$ cat src/rtl/nios_system_entity_pio_bank.sv
// Avalon-MM output PIO bank: NUM_CH channels of WIDTH bits with set/clear access,
// a one-shot auto-clear countdown per channel and a registered per-channel change strobe.
module nios_system_entity_pio_bank #(
  parameter int unsigned NUM_CH = 4,
  parameter int unsigned WIDTH  = 3,
  parameter int unsigned CNT_W  = 16
) (
  input  logic                      clk,
  input  logic                      reset,
  input  logic [3:0]                address,
  input  logic                      chipselect,
  input  logic                      write_n,
  input  logic [31:0]               writedata,
  output logic [31:0]               readdata,
  output logic [NUM_CH*WIDTH-1:0]   out_port,
  output logic [NUM_CH-1:0]         changed
);

  typedef enum logic [1:0] {
    RegData    = 2'd0,
    RegSet     = 2'd1,
    RegClr     = 2'd2,
    RegOneshot = 2'd3
  } reg_e;

  logic [WIDTH-1:0] r_data [NUM_CH];
  logic [CNT_W-1:0] r_cnt  [NUM_CH];
  logic [NUM_CH-1:0] r_changed;

  logic [WIDTH-1:0] w_data_d [NUM_CH];
  logic [CNT_W-1:0] w_cnt_d  [NUM_CH];

  logic             w_wr;
  logic [1:0]       w_ch;
  reg_e             w_reg;
  logic [WIDTH-1:0] w_wdata;
  logic [CNT_W-1:0] w_wcnt;
  logic             w_unused_wd;

  assign w_wr    = chipselect & ~write_n;
  assign w_ch    = address[3:2];
  assign w_reg   = reg_e'(address[1:0]);
  assign w_wdata = writedata[WIDTH-1:0];
  assign w_wcnt  = writedata[CNT_W-1:0];
  // Bits above WIDTH / CNT_W are deliberately dropped.
  assign w_unused_wd = ^writedata;

  // Next state: countdown first, then a bus data write overrides any expiry clear.
  always_comb begin
    for (int unsigned c = 0; c < NUM_CH; c++) begin
      w_data_d[c] = r_data[c];
      w_cnt_d[c]  = r_cnt[c];
      if (w_wr && (w_ch == 2'(c)) && (w_reg == RegOneshot)) begin
        w_cnt_d[c] = w_wcnt;
      end else if (r_cnt[c] != '0) begin
        w_cnt_d[c] = r_cnt[c] - CNT_W'(1);
        if (r_cnt[c] == CNT_W'(1)) begin
          w_data_d[c] = '0;
        end
      end
      if (w_wr && (w_ch == 2'(c))) begin
        unique case (w_reg)
          RegData:    w_data_d[c] = w_wdata;
          RegSet:     w_data_d[c] = r_data[c] | w_wdata;
          RegClr:     w_data_d[c] = r_data[c] & ~w_wdata;
          RegOneshot: ;
          default:    ;
        endcase
      end
    end
  end

  always_ff @(posedge clk) begin
    if (reset) begin
      for (int unsigned c = 0; c < NUM_CH; c++) begin
        r_data[c] <= '0;
        r_cnt[c]  <= '0;
      end
      r_changed <= '0;
    end else begin
      for (int unsigned c = 0; c < NUM_CH; c++) begin
        r_data[c]    <= w_data_d[c];
        r_cnt[c]     <= w_cnt_d[c];
        r_changed[c] <= (w_data_d[c] != r_data[c]);
      end
    end
  end

  always_comb begin
    out_port = '0;
    for (int unsigned c = 0; c < NUM_CH; c++) begin
      out_port[c*WIDTH +: WIDTH] = r_data[c];
    end
  end

  assign changed = r_changed;

  // Unimplemented channels never match and so read back as zero.
  always_comb begin
    readdata = '0;
    for (int unsigned c = 0; c < NUM_CH; c++) begin
      if (w_ch == 2'(c)) begin
        unique case (w_reg)
          RegData:    readdata[WIDTH-1:0] = r_data[c];
          RegOneshot: readdata[CNT_W-1:0] = r_cnt[c];
          default:    readdata = '0;
        endcase
      end
    end
  end

endmodule

$ cat config.mk
export PLATFORM = sky130hd
export DESIGN_NAME = nios_system_entity_pio_bank
export DESIGN_NICKNAME = d
export VERILOG_FILES = /design/src/rtl/nios_system_entity_pio_bank.sv
export SDC_FILE = /design/constraint.sdc
export NUM_CORES = 1
export LEC_CHECK = 0
export ABC_AREA = 0
export ABC_CLOCK_PERIOD_IN_PS = 5820
export CAP_MARGIN = 20
export CORE_UTILIZATION = 30
export CTS_CLUSTER_DIAMETER = 30
export DETAILED_ROUTE_END_ITERATION = 7
export GPL_ROUTABILITY_DRIVEN = 0
export GPL_TIMING_DRIVEN = 0
export HOLD_SLACK_MARGIN = 0.06
export PLACE_DENSITY_LB_ADDON = 0.1
export SLEW_MARGIN = 20
export SYNTH_ARGS = -nofsm -noshare
export SYNTH_HDL_FRONTEND = slang
export SYNTH_SLANG_ARGS = --single-unit
$ cat constraint.sdc
create_clock -name clk -period 5.82 [get_ports clk]
set_clock_uncertainty 0.2 [all_clocks]
set_input_delay 1.164 -clock clk [delete_from_list [all_inputs] [get_ports clk]]
set_output_delay 1.164 -clock clk [all_outputs]
set_load 0.03 [all_outputs]
Yosys cells after proc, flatten, opt, wreduce, memory -nomap -nowiden
Memories as Yosys holds them, arrays and structs flattened.
Cells that the tools add are included.
{ "word_totals": {"wordCells": 109, "latchBits": 0, "register_bits": 4, "output_inout_bits": 48, "mem_bits_rw": 76, "input_bits": 40, "mem_bits_ro": 0, "memories": 2} }
{ "mem_list": {"columns": ["name", "words", "width", "rd", "rd_ports_with_merged_regs", "wr", "line_no", "text"], "rows": [
  ["r_cnt", 4, 16, 4, 0, 4, "27", "logic [CNT_W-1:0] r_cnt [NUM_CH];"],
  ["r_data", 4, 3, 4, 0, 4, "26", "logic [WIDTH-1:0] r_data [NUM_CH];"]
]} }
{ "classes": {"eq_ne": 14, "addsub": 4, "n_mux": 54, "n_mul": 0, "n_bitwise": 19, "shifts": 0, "order_cmp": 0, "div": 0, "reduce_logical": 15} }
{ "op_table": {"columns": ["op", "n"], "rows": [
  ["$mux 16", 16],
  ["$mux 32", 3],
  ["$pmux 13 s2", 3],
  ["$eq 16x1->1 const B", 4],
  ["$reduce_bool 16->1", 4],
  ["$sub 16x1->16 const B", 4],
  ["$mux 3", 20],
  ["$pmux 3 s3", 4],
  ["$pmux 3 s2", 4],
  ["$mux 13", 1],
  ["$and 3x3->3", 4],
  ["$ne 3x3->1", 4],
  ["$or 3x3->3", 4],
  ["$eq 2x2->1 const B", 4],
  ["$logic_and 1x1->1", 8],
  ["$or 1x1->1", 8],
  ["$eq 2x1->1 const B", 2],
  ["$logic_not 2->1", 2],
  ["$mux 1", 3],
  ["$not 3->3", 1],
  ["$reduce_or 2->1", 1],
  ["$and 1x1->1", 1],
  ["$not 1->1", 1]
]} }

Depth between registers and ports, before layout
Gate-level depths: netlist (run 1).
{ "depth": {"word_depth": 9, "mapped_depth": 9, "depth_no_buf": 7} }

Least setup slack after synthesis (run 1)
Ideal clock, no wire load.
{ "synth_path": {"path_kind": "input port to output port", "from": "in address[3]", "to": "out readdata[10]", "path_slack_ns": 1.395, "cell_stages": 8, "t_required_ns": 4.456, "path_buffers": 3, "arrival_time_ns": 3.061, "cell_sequence": "clkbuf_1 > nor2b_1 > clkbuf_1 > clkbuf_1 > a22oi_1 > nor2_1 > a21oi_1 > o21ai_0"} }
{ "synth_via": {"elab_chain_cells": 8, "word_cells_on_any_way": 11, "cone_classes": "eq/ne (3); mux (7); reduce/logical (1)"} }
{ "synth_rtl": {"columns": ["item", "line_no", "text"], "rows": [
  ["start, declared", "10", "input logic [3:0] address,"],
  ["$logic_not 2->1", "102", "if (w_ch == 2'(c)) begin"],
  ["$mux 16", "102", null],
  ["$pmux 13 s2", "103", "unique case (w_reg)"],
  ["$mux 32", "102", null],
  ["$pmux 13 s2", "103", null],
  ["$mux 32", "102", null],
  ["$pmux 13 s2", "103", null],
  ["$mux 32 (*)", "102", null],
  ["end, declared", "14", "output logic [31:0] readdata,"]
]} }
Every way passes the cells marked *; elsewhere a longest branch is shown, timed or not.

Final worst setup path (run 1)
{ "layout_path": {"from": "in address[3]", "to": "out readdata[13]"} }
Same word-level chain as after synthesis.

==> results.toml, run 1 <==
[critical_path]
critPathTopFamily = "buffers and inverters"
path_buf_inv = 5
path_cells = "clkdlybuf4s50_1 -> clkbuf_2 -> nor2b_1 -> clkbuf_1 -> clkbuf_2 -> a22oi_1 -> nor2_1 -> a21oi_1 -> o21ai_0 -> clkdlybuf4s50_1"
critical_path.endpoint_type = "output port"
worstPathRequired_ns = 4.46
crit_arrival_ns = 4.16
crit_path_max_fanout = 10
slowest_stage = "clkdlybuf4s50_1"
cp_slowest_stage_delay_ns = 0.74
path_class = "input port to output port"
start_kind = "input port"

[logic_synthesis]
yosys_warnings = 0
syn_area_um2 = 5500
synthAdderAreaFrac_pct = 3.87
syn-instance-count = 739
synth_commonest_cells = "nor2_1, dfxtp_1, nand2_1"
yosysMostFrequentCell = "nor2_1"
async_flop_share_pct = 0
synth_compound_area_share_pct = 23.6
synth_edf_count = 0
synth-simple-area-share_pct = 27.0
synth-main-ff-cell = "dfxtp_1"
ys_types = 63
synth_top_family_by_area = "simple AND/OR/NAND/NOR gates"
synth.largest_area_cell = "dfxtp_1"
ys_ff_latch = 80
synth_top_area_share_pct = 29.1
synthXorXnorAreaFrac_pct = 6.69
yosysSeqAreaShare_pct = 29.1
avgSynthCellArea_um2 = 7.44
muxShareOfSynthArea_pct = 2.39
yosys-top-cells-area = "dfxtp_1, nor2_1, nand2_1"

[timing]
final_hold_viol_count = 0
maxSlewViolCount = 0
grt_setup_unrepaired = "false"
period_needed_ns = 5.53
maxSlewHeadroom_pct = 30.6
setup_viol = 0
tightest_slew_ns = 1.03
max_freq_mhz = 181
fin_setup_tns_ns = 0
final.period_utilization_pct = 94.9
setup_slack_ns = 0.294

[pwr]
total_power_uw = 3290
p_leak_uw = 0.00237
vdd_ir_drop_max_mv = 0.241
power_density_nw_per_um2 = 490

[cts]
clk_pin_slew_ns = 0.06
cts_buffers = 9
cts_tree = "built"
clock_sinks = 80
worstSkewPairLatency_ns = 0.36
cts_setup_buffers = 0
hold_buffers = 0
clockBufferDepth = 2
cts-htree-levels = 3
clock-root-buffer = "clkbuf_16"

[route]
dr_total_vias = 5837
viasPerCell = 5.54
routed_wl_mm = 21.6
routedWlPerCell_um = 20.5
drt_iter0_drc = 499
antenna_left = 0
drc = 0
dr.pass1.iters = 5

[layout]
fin_nets = 876
antenna_cells = 0
syn_to_final_growth_pct = 22.1
post_route_cells_drive_above_1_share_pct = 7.65

[die]
ios = 88
start_util_pct = 30.6
rows = 49
fp.dieH_um = 137
dieArea_um2 = 18900
die_w_um = 137
core_area_um2 = 18000

[global_routing]
grt_max_degree = 13
track_usage_pct = 23.3
overflow = 0
grt_pass1_wl_mm = 32.0
grt_pass1_vias = 5357
antenna_found_initial = 0

[run_status]
status = "finished, final reports clean"

[job]
cap_violations = 0

[placed_design]
numPortBuffers = 54
dp_hpwl_mm = 16.1
dp_worst_setup_slack_ns = 0.00103

[min_path]
hold_path.class = "register to register"
## worst min-delay path, stage by stage (launching register included)
cell and delay [ns]:
dfxtp_1 0.32, inv_1 0.06, o32ai_1 0.08
## final cells by class
class	instances	area, µm²
clock inverter	3	40.0
sequential	80	1600
clock buffer	13	260
buffer	59	303
fill	1902	11300
timing repair buffer	54	541
inverter	27	101
multi-input combinational	588	3580
tap	229	287
## worst paths after layout
| check | startpoint | end | slack (ns) | cells after the start |
|---|---|---|---|---|
| hold / removal | r_cnt[3][10]$_SDFFE_PP0P_ | r_cnt[3][10]$_SDFFE_PP0P_ | 0.32 | 2 |
| setup reg to reg | r_cnt[3][4]$_SDFFE_PP0P_ | r_cnt[3][10]$_SDFFE_PP0P_ | 3.17 | 6 |
| hold reg to reg | r_cnt[3][10]$_SDFFE_PP0P_ | r_cnt[3][10]$_SDFFE_PP0P_ | 0.32 | 2 |
| setup / recovery | address[3] | readdata[13] | 0.29 | 10 |
## logic make-up after synthesis
family / Yosys count
AND/OR/NAND/NOR: 301
AO/OA/AOI/OAI: 202
buffers and inverters: 86
flip-flops: 80
XOR/XNOR: 42
adder cells (fa/ha/maj): 17
multiplexers: 10
other: 1
## metal layers
layer | vias to the layer above | routed length (µm) | part of all wire, % | track usage [%]
li1 | 2799 | - | - | -
met1 | 2818 | 10100 | 47 | 31.7
met2 | 196 | 9870 | 46 | 36.8
met3 | 24 | 1330 | 6.1 | 4.89
met4 | 0 | 348 | 1.6 | 7.02
met5 | - | 0 | 0 | 0
## power breakdown
part           internal, µW  leakage (µW)  switching [µW]  total, µW
Combinational           736       0.00157             947       1680
Sequential              730      0.000656             284       1010
Clock                   355      0.000150             237        592
Total                  1820       0.00237            1470       3290
## placed cells by master, fill, tap and decap left out, types with 4 or more instances in the layout
cell             netlist  routed
a221oi_1               4       4
or4_4                  4       4
nor3b_1                6       5
nor4_1                18      16
buf_1                  4       4
nand3_1               25      25
nor3_1                19      19
buf_4                 16      16
nand3b_1               4       4
o22ai_1                4       4
nor2b_1               11      11
dfxtp_1               80      80
nor2_1                86      86
clkbuf_2               1       4
xor2_1                22      22
o21ai_0               53      53
a311oi_1               4       4
or3_1                  4       4
ha_1                  17      17
mux2_2                 5       5
a21oi_1               50      50
clkbuf_1              35      34
xnor2_1               20      20
a211oi_1              30      28
clkdlybuf4s50_1        0      54
nand2_1               78      78
or4_1                  8       8
and3_1                 4       4
o31ai_1                7       7
a22oi_1               21      21
inv_1                 27      27
nand4_1                8       8
a222oi_1               4       4
clkbuf_16              0       9
and2_1                10      10
conb_1                 1      16
## what timing repair did
action                                  4_1_cts  5_1_grt
endpoints found under the setup margin        1        8
cloned                                        0        0
endpoints found under the hold margin         0        0
resized for setup                             1        5
## flip-flops by register name, indices dropped and copies added, names as in the netlist
register	flops
changed	4
r_cnt	64
r_data	12
## per-stage QoR
stage	cell area (µm²)	hold slack [ns]	cells	utilization, %
6_report	6710	0.316	1053	37.4
5_1_grt	6710	0.360	1053	37.4
4_1_cts	6690	0.317	1053	37.2
3_5_place_dp	6390	0.308	1037	35.6
3_3_place_gp	6380	0.311	1037	35.5
2_1_floorplan	5550	0.261	754	-
No activity file was read; power rests on OpenSTA's default activity.
==> run 2, diff against run 1 <==
Settings changed: SLEW_MARGIN 20 to 5.
==> results.toml, run 2 (synthesized netlist as in run 1, its figures left out) <==
[run_status]
status = "finished, final reports clean"

[layout]
largest_reg_flops = 64
fin_nets = 880
fill_cells = 1935
top_register = "r_cnt"
final_cell_mix = "nor2_1, dfxtp_1, nand2_1"
syn_to_final_growth_pct = 22.2
post_route_cells_drive_above_1_share_pct = 7.85
final_common_cell = "nor2_1"
antenna_cells = 0

[route]
routedWlPerCell_um = 20.3
antenna_left = 0
drt_iter0_drc = 523
dr_total_vias = 5811
dr.pass1.iters = 5
viasPerCell = 5.50
drc = 0
routed_wl_mm = 21.5

[critical_path]
slowest_stage = "clkdlybuf4s50_1"
worstPathRequired_ns = 4.46
crit_path_max_fanout = 10
path_class = "input port to output port"
start_kind = "input port"
cp_slowest_stage_delay_ns = 0.74
path_cells = "clkdlybuf4s50_1 -> clkbuf_2 -> nor2b_1 -> clkbuf_1 -> clkbuf_2 -> a22oi_1 -> nor2_1 -> a21oi_1 -> o21ai_0 -> clkdlybuf4s50_1"
critical_path.endpoint_type = "output port"
crit_arrival_ns = 4.16
r2r-end = "r_cnt[3][10]$_SDFFE_PP0P_"
ff2ff_path_depth = 6
r2r_slack_ns = 3.18
reg2reg_from = "r_cnt[3][4]$_SDFFE_PP0P_"

[timing]
fin_setup_tns_ns = 0
final.period_utilization_pct = 95.0
final_hold_viol_count = 0
grt_setup_unrepaired = "false"
setup_viol = 0
max_freq_mhz = 181
whs_ns = 0.314
tightest_slew_ns = 0.972
maxSlewViolCount = 0
period_needed_ns = 5.53
maxSlewHeadroom_pct = 34.8

[die]
rows = 49
core_area_um2 = 18000
fp.dieH_um = 137
dieArea_um2 = 18900
die_w_um = 137
start_util_pct = 30.6
ios = 88

[cts]
worstSkewPairLatency_ns = 0.35
clockBufferDepth = 2
hold_buffers = 0
clock-root-buffer = "clkbuf_16"
cts_buffers = 9
cts_tree = "built"
clk_pin_slew_ns = 0.06
clock_sinks = 80
cts-htree-levels = 3

[global_routing]
grt_pass1_vias = 5380
grt_pass1_wl_mm = 32.1
grt_max_degree = 14
overflow = 0
track_usage_pct = 23.4
antenna_found_initial = 0

[min_path]
whs_path_depth = 2
hold_path.class = "register to register"
min_from = "r_cnt[3][10]$_SDFFE_PP0P_"
min_to = "r_cnt[3][10]$_SDFFE_PP0P_"

[placed_design]
dp_hpwl_mm = 16.2
numPortBuffers = 54

[job]
cap_violations = 0

[pwr]
power_density_nw_per_um2 = 490
vdd_ir_drop_max_mv = 0.247
p_leak_uw = 0.00238
## run 2: changes by cell type in the layout (fill, tap and decap cells not counted), moves of 2 or more
cell        before  now
clkinvlp_4       0    2
nor4_2           3    1
a211oi_2         3    1
a211oi_1        28   30
nor4_1          16   18
clkbuf_2         4    6
## run 2: through the flow
stage               instance area, µm²  setup slack [ns]  std cells  power [µW]  utilization (%)
global route                      6720            0.0524       1057        3540             37.4
finish                            6720             0.291       1057        3290             37.4
global placement                  6380            0.0229       1037        2640             35.5
CTS                               6690           0.00737       1054        3270             37.3
floorplan                         5550              1.40        754        2210                -
detailed placement                6390            0.0121       1038        2650             35.6
## run 2: metal layers
| layer | up-vias | wire (µm) | global-route usage [%] |
|---|---|---|---|
| met5 | - | 0 | 0 |
| met4 | 0 | 364 | 5.98 |
| met3 | 22 | 1260 | 5.59 |
| met2 | 181 | 9840 | 37.0 |
| met1 | 2802 | 10000 | 31.6 |
| li1 | 2806 | - | - |
## run 2: layout make-up
cell class,count,area [µm²],share of cell area [%]
multi-input combinational,588,3560,53.0
sequential,80,1600,23.8
clock inverter,5,55.1,0.819
clock buffer,11,253,3.76
buffer,59,302,4.49
tap,229,287,4.26
timing repair buffer,58,561,8.34
inverter,27,101,1.51
## run 2: timing repair
item,CTS,global route
hold endpoints to repair,0,0
setup endpoints to repair,0,10
resized for setup,0,6
buffers inserted,0,0
## run 2: critical path, delay by kind of cell
kind / cells / cell delay (ns)
AO/OA/AOI/OAI: 3 / 0.45
buffers and inverters: 5 / 2.21
AND/OR/NAND/NOR: 2 / 0.34
## run 2: power breakdown
part	total [µW]	internal [µW]	switching (µW)	leakage (µW)
registers	1010	730	279	0.000656
logic	1690	740	946	0.00157
clock network	599	354	245	0.000148
total	3290	1820	1470	0.00238
## run 2: worst max path at each step
stage	from	endpoint
2_1_floorplan	address[3]	readdata[10]
3_3_place_gp	address[3]	readdata[13]
3_5_place_dp	address[0]	readdata[13]
4_1_cts	address[3]	readdata[13]
5_1_grt	address[2]	readdata[15]
6_report	address[3]	readdata[13]
==> run 3, diff against run 2 <==
Settings changed: CTS_CLUSTER_SIZE from default to 20.
==> results of run 3 <==
No change in the layout: final DEF, timing and power equal those of run 2.
